<file path="src/rtl/result_accum_pkg.sv">
// result_accum_pkg: shared types, constants and width helper for the result_accum block.
package result_accum_pkg;

  typedef enum logic {
    ACCUM = 1'b0,
    LAST  = 1'b1
  } state_e;

  localparam int ID_W = 4;

  function automatic int sum_width(input int dw, input int len);
    return dw + $clog2(len);
  endfunction

endpackage

</file>
<file path="src/rtl/result_accum_if.sv">
// result_accum_if: sample-input and frame-record-output handshakes of result_accum.
// out_min/out_max exist only when RESULT_ACCUM_MINMAX_EN is defined.
interface result_accum_if #(
  parameter int DW        = 8,
  parameter int FRAME_LEN = 4
);
  localparam int SUM_W = result_accum_pkg::sum_width(DW, FRAME_LEN);

  logic                              in_valid;
  logic                              in_ready;
  logic [DW-1:0]                     in_data;
  logic                              out_valid;
  logic                              out_ready;
  logic [SUM_W-1:0]                  out_sum;
  logic [result_accum_pkg::ID_W-1:0] out_id;

`ifdef RESULT_ACCUM_MINMAX_EN
  logic [DW-1:0]                     out_min;
  logic [DW-1:0]                     out_max;

  modport master (
    output in_valid, in_data, out_ready,
    input  in_ready, out_valid, out_sum, out_id, out_min, out_max
  );
  modport slave (
    input  in_valid, in_data, out_ready,
    output in_ready, out_valid, out_sum, out_id, out_min, out_max
  );
`else
  modport master (
    output in_valid, in_data, out_ready,
    input  in_ready, out_valid, out_sum, out_id
  );
  modport slave (
    input  in_valid, in_data, out_ready,
    output in_ready, out_valid, out_sum, out_id
  );
`endif

endinterface

</file>
<file path="src/rtl/result_accum_minmax.sv">
// result_minmax: running per-frame minimum/maximum of accepted samples.
// Outputs are the running values folded with the sample currently presented.
module result_minmax #(
  parameter int DW = 8
) (
  input  logic          clk,
  input  logic          rst_n,
  input  logic          i_clear,
  input  logic          i_frame_start,
  input  logic          i_upd,
  input  logic [DW-1:0] i_data,
  output logic [DW-1:0] o_min_nxt,
  output logic [DW-1:0] o_max_nxt
);
  logic [DW-1:0] r_min;
  logic [DW-1:0] r_max;

  assign o_min_nxt = (i_data < r_min) ? i_data : r_min;
  assign o_max_nxt = (i_data > r_max) ? i_data : r_max;

  // Running extremes restart at all-ones / zero on clear or when a frame closes
  always_ff @(posedge clk or negedge rst_n) begin
    if (!rst_n) begin
      r_min <= '1;
      r_max <= '0;
    end else if (i_clear || i_frame_start) begin
      r_min <= '1;
      r_max <= '0;
    end else if (i_upd) begin
      r_min <= o_min_nxt;
      r_max <= o_max_nxt;
    end
  end

endmodule

</file>
<file path="src/rtl/result_accum.sv">
// result_accum: sums FRAME_LEN samples per frame and presents a registered frame record.
// Per-frame min/max outputs are built only when RESULT_ACCUM_MINMAX_EN is defined.
module result_accum
  import result_accum_pkg::*;
#(
  parameter int DW        = 8,
  parameter int FRAME_LEN = 4
) (
  input  logic          clk,
  input  logic          rst_n,
  input  logic          clear,
  result_accum_if.slave bus
);
  localparam int               SUM_W    = sum_width(DW, FRAME_LEN);
  localparam int               CNT_W    = $clog2(FRAME_LEN);
  localparam logic [CNT_W-1:0] LAST_CNT = CNT_W'(FRAME_LEN - 1);

  state_e           r_state;
  state_e           w_state_nxt;
  logic [CNT_W-1:0] r_cnt;
  logic [CNT_W-1:0] w_cnt_nxt;
  logic [CNT_W-1:0] w_cnt_inc;
  logic [SUM_W-1:0] r_acc;
  logic [SUM_W-1:0] w_acc_nxt;
  logic [SUM_W-1:0] w_sum;
  logic [ID_W-1:0]  r_id_next;
  logic             r_out_valid;
  logic [SUM_W-1:0] r_out_sum;
  logic [ID_W-1:0]  r_out_id;
  logic             w_in_ready;
  logic             w_accept;
  logic             w_load;

  // Only the closing sample stalls, and only behind an unconsumed record
  assign w_in_ready = !clear && !((r_state == LAST) && r_out_valid);
  assign w_accept   = bus.in_valid && w_in_ready;
  assign w_sum      = r_acc + {{(SUM_W-DW){1'b0}}, bus.in_data};
  assign w_cnt_inc  = r_cnt + CNT_W'(1);

  always_comb begin
    w_state_nxt = r_state;
    w_cnt_nxt   = r_cnt;
    w_acc_nxt   = r_acc;
    w_load      = 1'b0;
    if (clear) begin
      w_state_nxt = ACCUM;
      w_cnt_nxt   = '0;
      w_acc_nxt   = '0;
    end else if (w_accept) begin
      case (r_state)
        ACCUM: begin
          w_acc_nxt   = w_sum;
          w_cnt_nxt   = w_cnt_inc;
          w_state_nxt = (w_cnt_inc == LAST_CNT) ? LAST : ACCUM;
        end
        LAST: begin
          w_load      = 1'b1;
          w_acc_nxt   = '0;
          w_cnt_nxt   = '0;
          w_state_nxt = ACCUM;
        end
        default: begin
          w_acc_nxt   = '0;
          w_cnt_nxt   = '0;
          w_state_nxt = ACCUM;
        end
      endcase
    end else begin
      w_load = 1'b0;
    end
  end

  always_ff @(posedge clk or negedge rst_n) begin
    if (!rst_n) begin
      r_state <= ACCUM;
      r_cnt   <= '0;
      r_acc   <= '0;
    end else begin
      r_state <= w_state_nxt;
      r_cnt   <= w_cnt_nxt;
      r_acc   <= w_acc_nxt;
    end
  end

  // Record register: load on the closing sample, drop on consumption
  always_ff @(posedge clk or negedge rst_n) begin
    if (!rst_n) begin
      r_out_valid <= 1'b0;
      r_out_sum   <= '0;
      r_out_id    <= '0;
      r_id_next   <= '0;
    end else if (w_load) begin
      r_out_valid <= 1'b1;
      r_out_sum   <= w_sum;
      r_out_id    <= r_id_next;
      r_id_next   <= r_id_next + ID_W'(1);
    end else if (r_out_valid && bus.out_ready) begin
      r_out_valid <= 1'b0;
    end
  end

  assign bus.in_ready  = w_in_ready;
  assign bus.out_valid = r_out_valid;
  assign bus.out_sum   = r_out_sum;
  assign bus.out_id    = r_out_id;

`ifdef RESULT_ACCUM_MINMAX_EN
  logic [DW-1:0] w_min_nxt;
  logic [DW-1:0] w_max_nxt;
  logic [DW-1:0] r_out_min;
  logic [DW-1:0] r_out_max;

  result_minmax #(
    .DW(DW)
  ) u_minmax (
    .clk          (clk),
    .rst_n        (rst_n),
    .i_clear      (clear),
    .i_frame_start(w_load),
    .i_upd        (w_accept),
    .i_data       (bus.in_data),
    .o_min_nxt    (w_min_nxt),
    .o_max_nxt    (w_max_nxt)
  );

  always_ff @(posedge clk or negedge rst_n) begin
    if (!rst_n) begin
      r_out_min <= '0;
      r_out_max <= '0;
    end else if (w_load) begin
      r_out_min <= w_min_nxt;
      r_out_max <= w_max_nxt;
    end
  end

  assign bus.out_min = r_out_min;
  assign bus.out_max = r_out_max;
`endif

endmodule

</file>
<file path="src/flat_wrapper.sv">
// flat-port wrapper written by rule: the top's interface ports become plain ports
module result_accum_flat import result_accum_pkg::*;
#(
  parameter int DW        = 8,
  parameter int FRAME_LEN = 4
)
  (clk, rst_n, clear, bus_in_valid, bus_in_data, bus_out_ready, bus_in_ready, bus_out_valid, bus_out_sum, bus_out_id);
  result_accum_if #(.DW(DW), .FRAME_LEN(FRAME_LEN)) bus_i ();
  input  logic clk;
  input  logic rst_n;
  input  logic clear;
  input wire logic [$bits(bus_i.in_valid)-1:0] bus_in_valid;
  input wire logic [$bits(bus_i.in_data)-1:0] bus_in_data;
  input wire logic [$bits(bus_i.out_ready)-1:0] bus_out_ready;
  output wire logic [$bits(bus_i.in_ready)-1:0] bus_in_ready;
  output wire logic [$bits(bus_i.out_valid)-1:0] bus_out_valid;
  output wire logic [$bits(bus_i.out_sum)-1:0] bus_out_sum;
  output wire logic [$bits(bus_i.out_id)-1:0] bus_out_id;
  assign bus_i.in_valid = bus_in_valid;
  assign bus_i.in_data = bus_in_data;
  assign bus_i.out_ready = bus_out_ready;
  assign bus_in_ready = bus_i.in_ready;
  assign bus_out_valid = bus_i.out_valid;
  assign bus_out_sum = bus_i.out_sum;
  assign bus_out_id = bus_i.out_id;
  result_accum #(.DW(DW), .FRAME_LEN(FRAME_LEN)) u_core (.clk(clk), .rst_n(rst_n), .clear(clear), .bus(bus_i));
endmodule
</file>
<file path="config.mk">
export PLATFORM = sky130hd
export DESIGN_NAME = result_accum_flat
export DESIGN_NICKNAME = d
export VERILOG_FILES = /design/src/rtl/result_accum_pkg.sv /design/src/rtl/result_accum_if.sv /design/src/rtl/result_accum_minmax.sv /design/src/rtl/result_accum.sv /design/src/flat_wrapper.sv
export SDC_FILE = /design/constraint.sdc
export NUM_CORES = 1
export LEC_CHECK = 0
export ABC_CLOCK_PERIOD_IN_PS = 1940
export CORE_ASPECT_RATIO = 1.1
export CORE_UTILIZATION = 41
export DETAILED_ROUTE_END_ITERATION = 8
export PLACE_DENSITY = 0.67
export SYNTH_ARGS = -nofsm -noshare
export SYNTH_HDL_FRONTEND = slang
export SYNTH_SLANG_ARGS = --single-unit
</file>
<file path="constraint.sdc">
create_clock -name clk -period 1.94 [get_ports clk]
set_clock_uncertainty 0.15 [all_clocks]
set_input_delay 0.388 -clock clk [delete_from_list [all_inputs] [get_ports clk]]
set_output_delay 0.388 -clock clk [all_outputs]
set_load 0.02 [all_outputs]
</file>
==> metrics.cfg, run 1 <==
[clocking]
cts_sinks = 32
clk_latency_ns = 0.28
numCtsBuffers = 5
cts_tree = yes
postCtsHoldBufs = 0
clkTransAtPathRegs_ns = 0.07
htree_levels = 2
cts_buffer_depth = 2
cts-root-buf = clkbuf_8

[yosys]
synthMuxAreaShare_pct = 0
synth-seq-area-share_pct = 48.9
ys_ff_latch = 32
async_reset_ff_share_pct = 100
synthDistinctLibCells = 33
synth_xor_area_share_pct = 3.74
yosysMostFrequentCell = nand2_1
synthAdderAreaFrac_pct = 8.85
synth_nets = 192
synth_area_um2 = 1640
synth_common_cells = 37 x nand2_1, 32 x dfrtp_1, 18 x o21ai_0
synth_area_leaders = dfrtp_1 49%, nand2_1 8.5%, ha_1 7.6%
synth-edff-count = 0
synth-simple-area-share_pct = 16.5
yosysWarnings = 0
synth-compound-area-share_pct = 19.4
yosys.area.top_type_share_pct = 48.9
syn_area_per_cell_um2 = 9.76
netlist_instances = 168
synthFlopType = dfrtp_1
synth_top_cell_by_area = dfrtp_1
synth_top_family_by_area = compound AO/OA/AOI/OAI gates

[global_route]
grt_usage_pct = 21.6
grt_first_pass_wirelength_um = 6910
gr-total-overflow = 0
grt_start_max_net_pins = 33
use_met3_pct = 5.83
grt_pass1_vias = 1506
grt-busiest-layer = met2
grt.met1_usage_pct = 23.9
antenna_found_initial = 0
met2_usage_pct = 39.1

[timing]
slew_headroom_pct = 73.0
worstMarginPinSlew_ns = 0.406
fin_ws_ns = 0.0554
rsz0062_at_grt = yes
hold_viol = 0
setup_viol = 0
report.final.slew_viol_count = 0
period_minus_slack_ns = 1.88
fmax_ghz = 0.531
whs_ns = 0.324
setup_tns_ns = 0
timing.final.crit_share_pct = 97.1

[hold_path]
hold_class = reg2reg

[worst_setup_path]
cp_max_fo = 3
critPathLaunchType = flop
crit_required_ns = 1.97
crit_arrival_ns = 1.91
end_kind = flop
crit_type = reg2reg

[route]
vias = 1418
routed_wl_um = 4020
via_per_inst = 5.16
wire_per_inst_um = 14.6
dr.pass1.iters = 4
drt_iter0_markers = 83
drc_errors = 0
antenna_left = 0

[die]
io_pins = 29
die_w_um = 62.3
die_area_um2 = 4260
fp.dieH_um = 68.3
rows = 23
initial_core_util_pct = 43.8
core_area_um2 = 3740

[placed_design]
port-buffer-count = 28
place_area_um2 = 2170
place.detailed.hpwl_um = 2800
gp_congestion = 0.809
dpl.cell_count = 267
place_worst_setup_slack_ns = -0.602

[power]
clock_power_share_pct = 32.4
swShare_pct = 29.0
p_int_mw = 1.55
p_leak_nw = 1.12
switchingPower_mw = 0.636
power.total_mw = 2.19
peakVddDrop_uv = 594
p_per_area_nw_per_um2 = 892
p_comb_share_pct = 29.9
p_seq_share_pct = 37.7

[finish]
nFillCells = 310
regArea_um2 = 801
antenna_cells = 0
final_area_um2 = 2460
fin_nets = 248
areaGrowthSynthToFinish_pct = 49.8
multiInputGateArea_um2 = 961
drive_above_1_share_pct = 27.1
final_util_pct = 65.7
final_cells = 275

[job]
drv_cap = 0

[status]
outcome = complete, no violations

[registers in the layout (all words and copies together) (netlist names)]
signal	flops
u_core.bus.out_id	4
u_core.r_cnt	2
u_core.bus.out_valid	1
u_core.r_id_next	4
u_core.r_state	1
u_core.bus.out_sum	10
u_core.r_acc	10
[metal layers]
metal | vias up | wire [µm]
li1 | 702 | -
met3 | 4 | 148
met1 | 684 | 1700
met2 | 28 | 2120
met4 | 0 | 48
met5 | - | 0
[final timing paths]
| check | slack (ns) | start | cells past startpoint | endpoint |
|---|---|---|---|---|
| max | 0.06 | u_core.r_acc[0] | 7 | u_core.r_acc[6] |
| max reg2reg | 0.06 | u_core.r_acc[0] | 7 | u_core.r_acc[6] |
| max in group asynchronous | 0.99 | rst_n | 2 | u_core.r_acc[3] |
| min reg2reg | 0.32 | u_core.bus.out_sum[0] | 2 | u_core.bus.out_sum[0] |
| min in group asynchronous | 0.36 | rst_n | 2 | u_core.r_id_next[2] |
| min | 0.32 | u_core.bus.out_sum[0] | 2 | u_core.bus.out_sum[0] |
[area by class of cell]
type	instances	area share, %
Clock inverter	1	1.22
Sequential cell	32	32.6
Inverter	6	0.917
Tap cell	50	2.55
Clock buffer	7	3.92
Timing Repair Buffer	54	19.7
Multi-Input combinational cell	125	39.1
[worst max-delay path, cell delays in order (launching register included)]
cell and delay, ns:
dfrtp_1 0.41, ha_4 0.17, inv_2 0.05, fa_2 0.19, nand2b_4 0.15, a211oi_2 0.07, or3_1 0.33, a32o_1 0.26
[kinds of logic (layout without fill, tap and decap cells)]
family / after synthesis / in the layout
buf+inv: 11 / 68
flops: 32 / 32
compound gates: 48 / 48
simple gates: 59 / 59
fa+ha+maj: 11 / 11
xor+xnor: 7 / 7
[power groups by stage]
stage	clock network [mW]	registers, mW	logic [mW]
after floorplan	0	0.874	0.267
after global placement	0	0.824	0.576
after detailed placement	0	0.828	0.590
after CTS	0.726	0.821	0.646
after global routing	0.757	0.837	0.714
final	0.710	0.825	0.656
[cells in the final DEF, fill, tap and decap left out, types with 4 or more instances in the layout]
master / instances
nand2_1: 37
dfrtp_1: 32
buf_4: 25
clkdlybuf4s50_1: 19
o21ai_0: 17
ha_4: 8
clkbuf_8: 7
inv_1: 5
xnor2_1: 5
dlygate4sd2_1: 5
a21oi_1: 4
a21o_1: 4
dlymetal6s2s_1: 4
[timing repair]
item                       CTS  global route
buffers inserted             1             0
cloned                       0             0
setup endpoints to repair   13            12
pin swaps                   13            15
resized for setup           25             8
Power figures use the tool's default switching activity.
==> run 2, diff against run 1 <==
--- a/constraint.sdc
+++ b/constraint.sdc
@@ -4,2 +4,2 @@
 set_output_delay 0.388 -clock clk [all_outputs]
-set_load 0.02 [all_outputs]
+set_load 0.005 [all_outputs]
==> metrics.cfg, run 2 (same netlist as run 1, synthesis figures left out) <==
[worst_setup_path]
critPathBufInv = 2  ; +1
crit_required_ns = 1.95  ; -0.02 ns
end_kind = flop
slowest_delay_ns = 0.39  ; -0.02 ns
crit_arrival_ns = 1.94  ; +0.03 ns
crit_slowest_cell = dfrtp_1
crit_chain = ha_4 -> inv_2 -> fa_2 -> nand2b_4 -> a211oi_4 -> buf_4 -> o21a_1 -> o31ai_2
critPathLaunchType = flop
reg2reg_to = u_core.bus.out_sum[8]
r2r_setup_slack_ns = 0.02  ; -0.04 ns
r2r-start = u_core.r_acc[0]
crit_type = reg2reg
cp_max_fo = 3  ; unchanged
critical_path.top_delay_family = adder cells
reg2regPathDepth = 8  ; +1

[clocking]
clk_latency_ns = 0.28  ; about the same
htree_levels = 2  ; unchanged
numCtsBuffers = 5  ; unchanged
cts-root-buf = clkbuf_8
cts_buffer_depth = 2  ; unchanged
cts_tree = yes
cts_sinks = 32  ; unchanged
clkTransAtPathRegs_ns = 0.07  ; about the same
postCtsHoldBufs = 0  ; unchanged

[global_route]
gr-total-overflow = 0  ; unchanged
grt_start_max_net_pins = 33  ; unchanged
grt_usage_pct = 22.2  ; +0.57 points
grt_first_pass_wirelength_um = 7200  ; +4.2%
grt_pass1_vias = 1556  ; +3.3%
antenna_found_initial = 0  ; unchanged

[finish]
final_util_pct = 67.2  ; +1.6 points
layout_common_cells = 37 x nand2_1, 32 x dfrtp_1, 29 x buf_4
fin_nets = 253  ; +2.0%
drive_above_1_share_pct = 29.6  ; +2.5 points
final_common_cell = nand2_1
areaGrowthSynthToFinish_pct = 53.4
antenna_cells = 0  ; unchanged

[timing]
period_minus_slack_ns = 1.92  ; +0.0404 ns
report.final.slew_viol_count = 0  ; unchanged
fmax_ghz = 0.519  ; -2.1%
setup_tns_ns = 0  ; unchanged
hold_viol = 0  ; unchanged
whs_ns = 0.324  ; +0.000403 ns
rsz0062_at_grt = yes
timing.final.crit_share_pct = 99.2  ; +2.1 points
worstMarginPinSlew_ns = 0.406  ; +0.000657 ns
slew_headroom_pct = 72.9  ; about the same
setup_viol = 0  ; unchanged

[die]
fp.dieH_um = 68.3  ; unchanged
rows = 23  ; unchanged
initial_core_util_pct = 43.8  ; unchanged
io_pins = 29  ; unchanged
die_area_um2 = 4260  ; unchanged
core_area_um2 = 3740  ; unchanged
die_w_um = 62.3  ; unchanged

[power]
p_comb_share_pct = 30.7  ; +0.8 points
p_seq_share_pct = 39.0  ; +1.3 points
switchingPower_mw = 0.619  ; -2.7%
p_int_mw = 1.50  ; -3.5%
p_per_area_nw_per_um2 = 843  ; -5.5%
clock_power_share_pct = 30.3  ; -2.1 points
peakVddDrop_uv = 496  ; -17%
power.total_mw = 2.12  ; -3.3%
swShare_pct = 29.2  ; +0.16 points
p_leak_nw = 1.15  ; +2.1%

[hold_path]
whs_endpoint = u_core.bus.out_sum[0]
hold_class = reg2reg
hold_start = u_core.bus.out_sum[0]
min_path_cells = 2  ; unchanged

[route]
routed_wl_um = 4280  ; +6.6%
wire_per_inst_um = 15.3  ; +4.7%
via_per_inst = 5.23  ; +1.4%
vias = 1464  ; +3.2%
dr.pass1.iters = 4  ; unchanged
drc_errors = 0  ; unchanged
antenna_left = 0  ; unchanged
drt_iter0_markers = 60  ; -28%

[placed_design]
port-buffer-count = 28  ; unchanged
place.detailed.hpwl_um = 2810  ; +0.34%
gp_congestion = 0.810  ; +0.15%

[status]
outcome = complete, no violations

[job]
drv_cap = 0  ; unchanged

==> run 2: what timing repair did <==
action	CTS	global route
pin swaps	15	15
setup endpoints to repair	13	11
buffers inserted	4	2
resized for setup	28	16
endpoints found under the hold margin	0	0
==> run 2: routing by layer <==
layer	vias up	wire (µm)	global-route usage, %
met5	-	0	0
met4	0	76	8.72
met3	9	165	3.67
met2	40	2250	43.8
met1	701	1790	24.0
li1	714	-	-
==> run 2: worst register-to-register path: stages, from the launching register on <==
cell and delay, ns:
dfrtp_1 0.39, ha_4 0.16, inv_2 0.04, fa_2 0.33, nand2b_4 0.18, a211oi_4 0.21, buf_4 0.16, o21a_1 0.13
o31ai_2 0.07
==> run 2: power groups by stage <==
stage | sequential [mW] | combinational [mW] | clock [mW]
floorplan | 0.822 | 0.266 | 0
global placement | 0.824 | 0.521 | 0
detailed placement | 0.829 | 0.535 | 0
CTS | 0.822 | 0.594 | 0.654
global route | 0.840 | 0.712 | 0.680
finish | 0.826 | 0.651 | 0.642
==> run 2: worst max-delay path by stage <==
stage / end / cells after the start / from / slack, ns
floorplan: u_core.bus.out_sum[6] / 7 / bus_in_data[0] / 0.005
global placement: u_core.r_acc[5] / 7 / bus_in_data[1] / -0.54
detailed placement: u_core.bus.out_sum[8] / 8 / bus_in_data[0] / -0.66
CTS: u_core.r_acc[7] / 7 / u_core.r_acc[0] / -0.04
global route: u_core.bus.out_sum[8] / 8 / u_core.r_acc[0] / -0.08
finish: u_core.bus.out_sum[8] / 8 / u_core.r_acc[0] / 0.02
==> run 2: area by class of cell <==
class	count	area, µm²
Clock buffer	5	68.8
Clock inverter	3	42.5
Fill cell	308	1230
Inverter	6	22.5
Multi-Input combinational cell	125	1000
Sequential cell	32	801
Tap cell	50	62.6
Timing Repair Buffer	59	517
==> run 2: metrics by stage <==
step	cells	setup WS, ns	instance area, µm²
global route	280	-0.0809	2510
detailed placement	267	-0.659	2170
global placement	267	-0.543	2170
floorplan	168	0.00497	1660
CTS	278	-0.0355	2410
finish	280	0.0150	2510
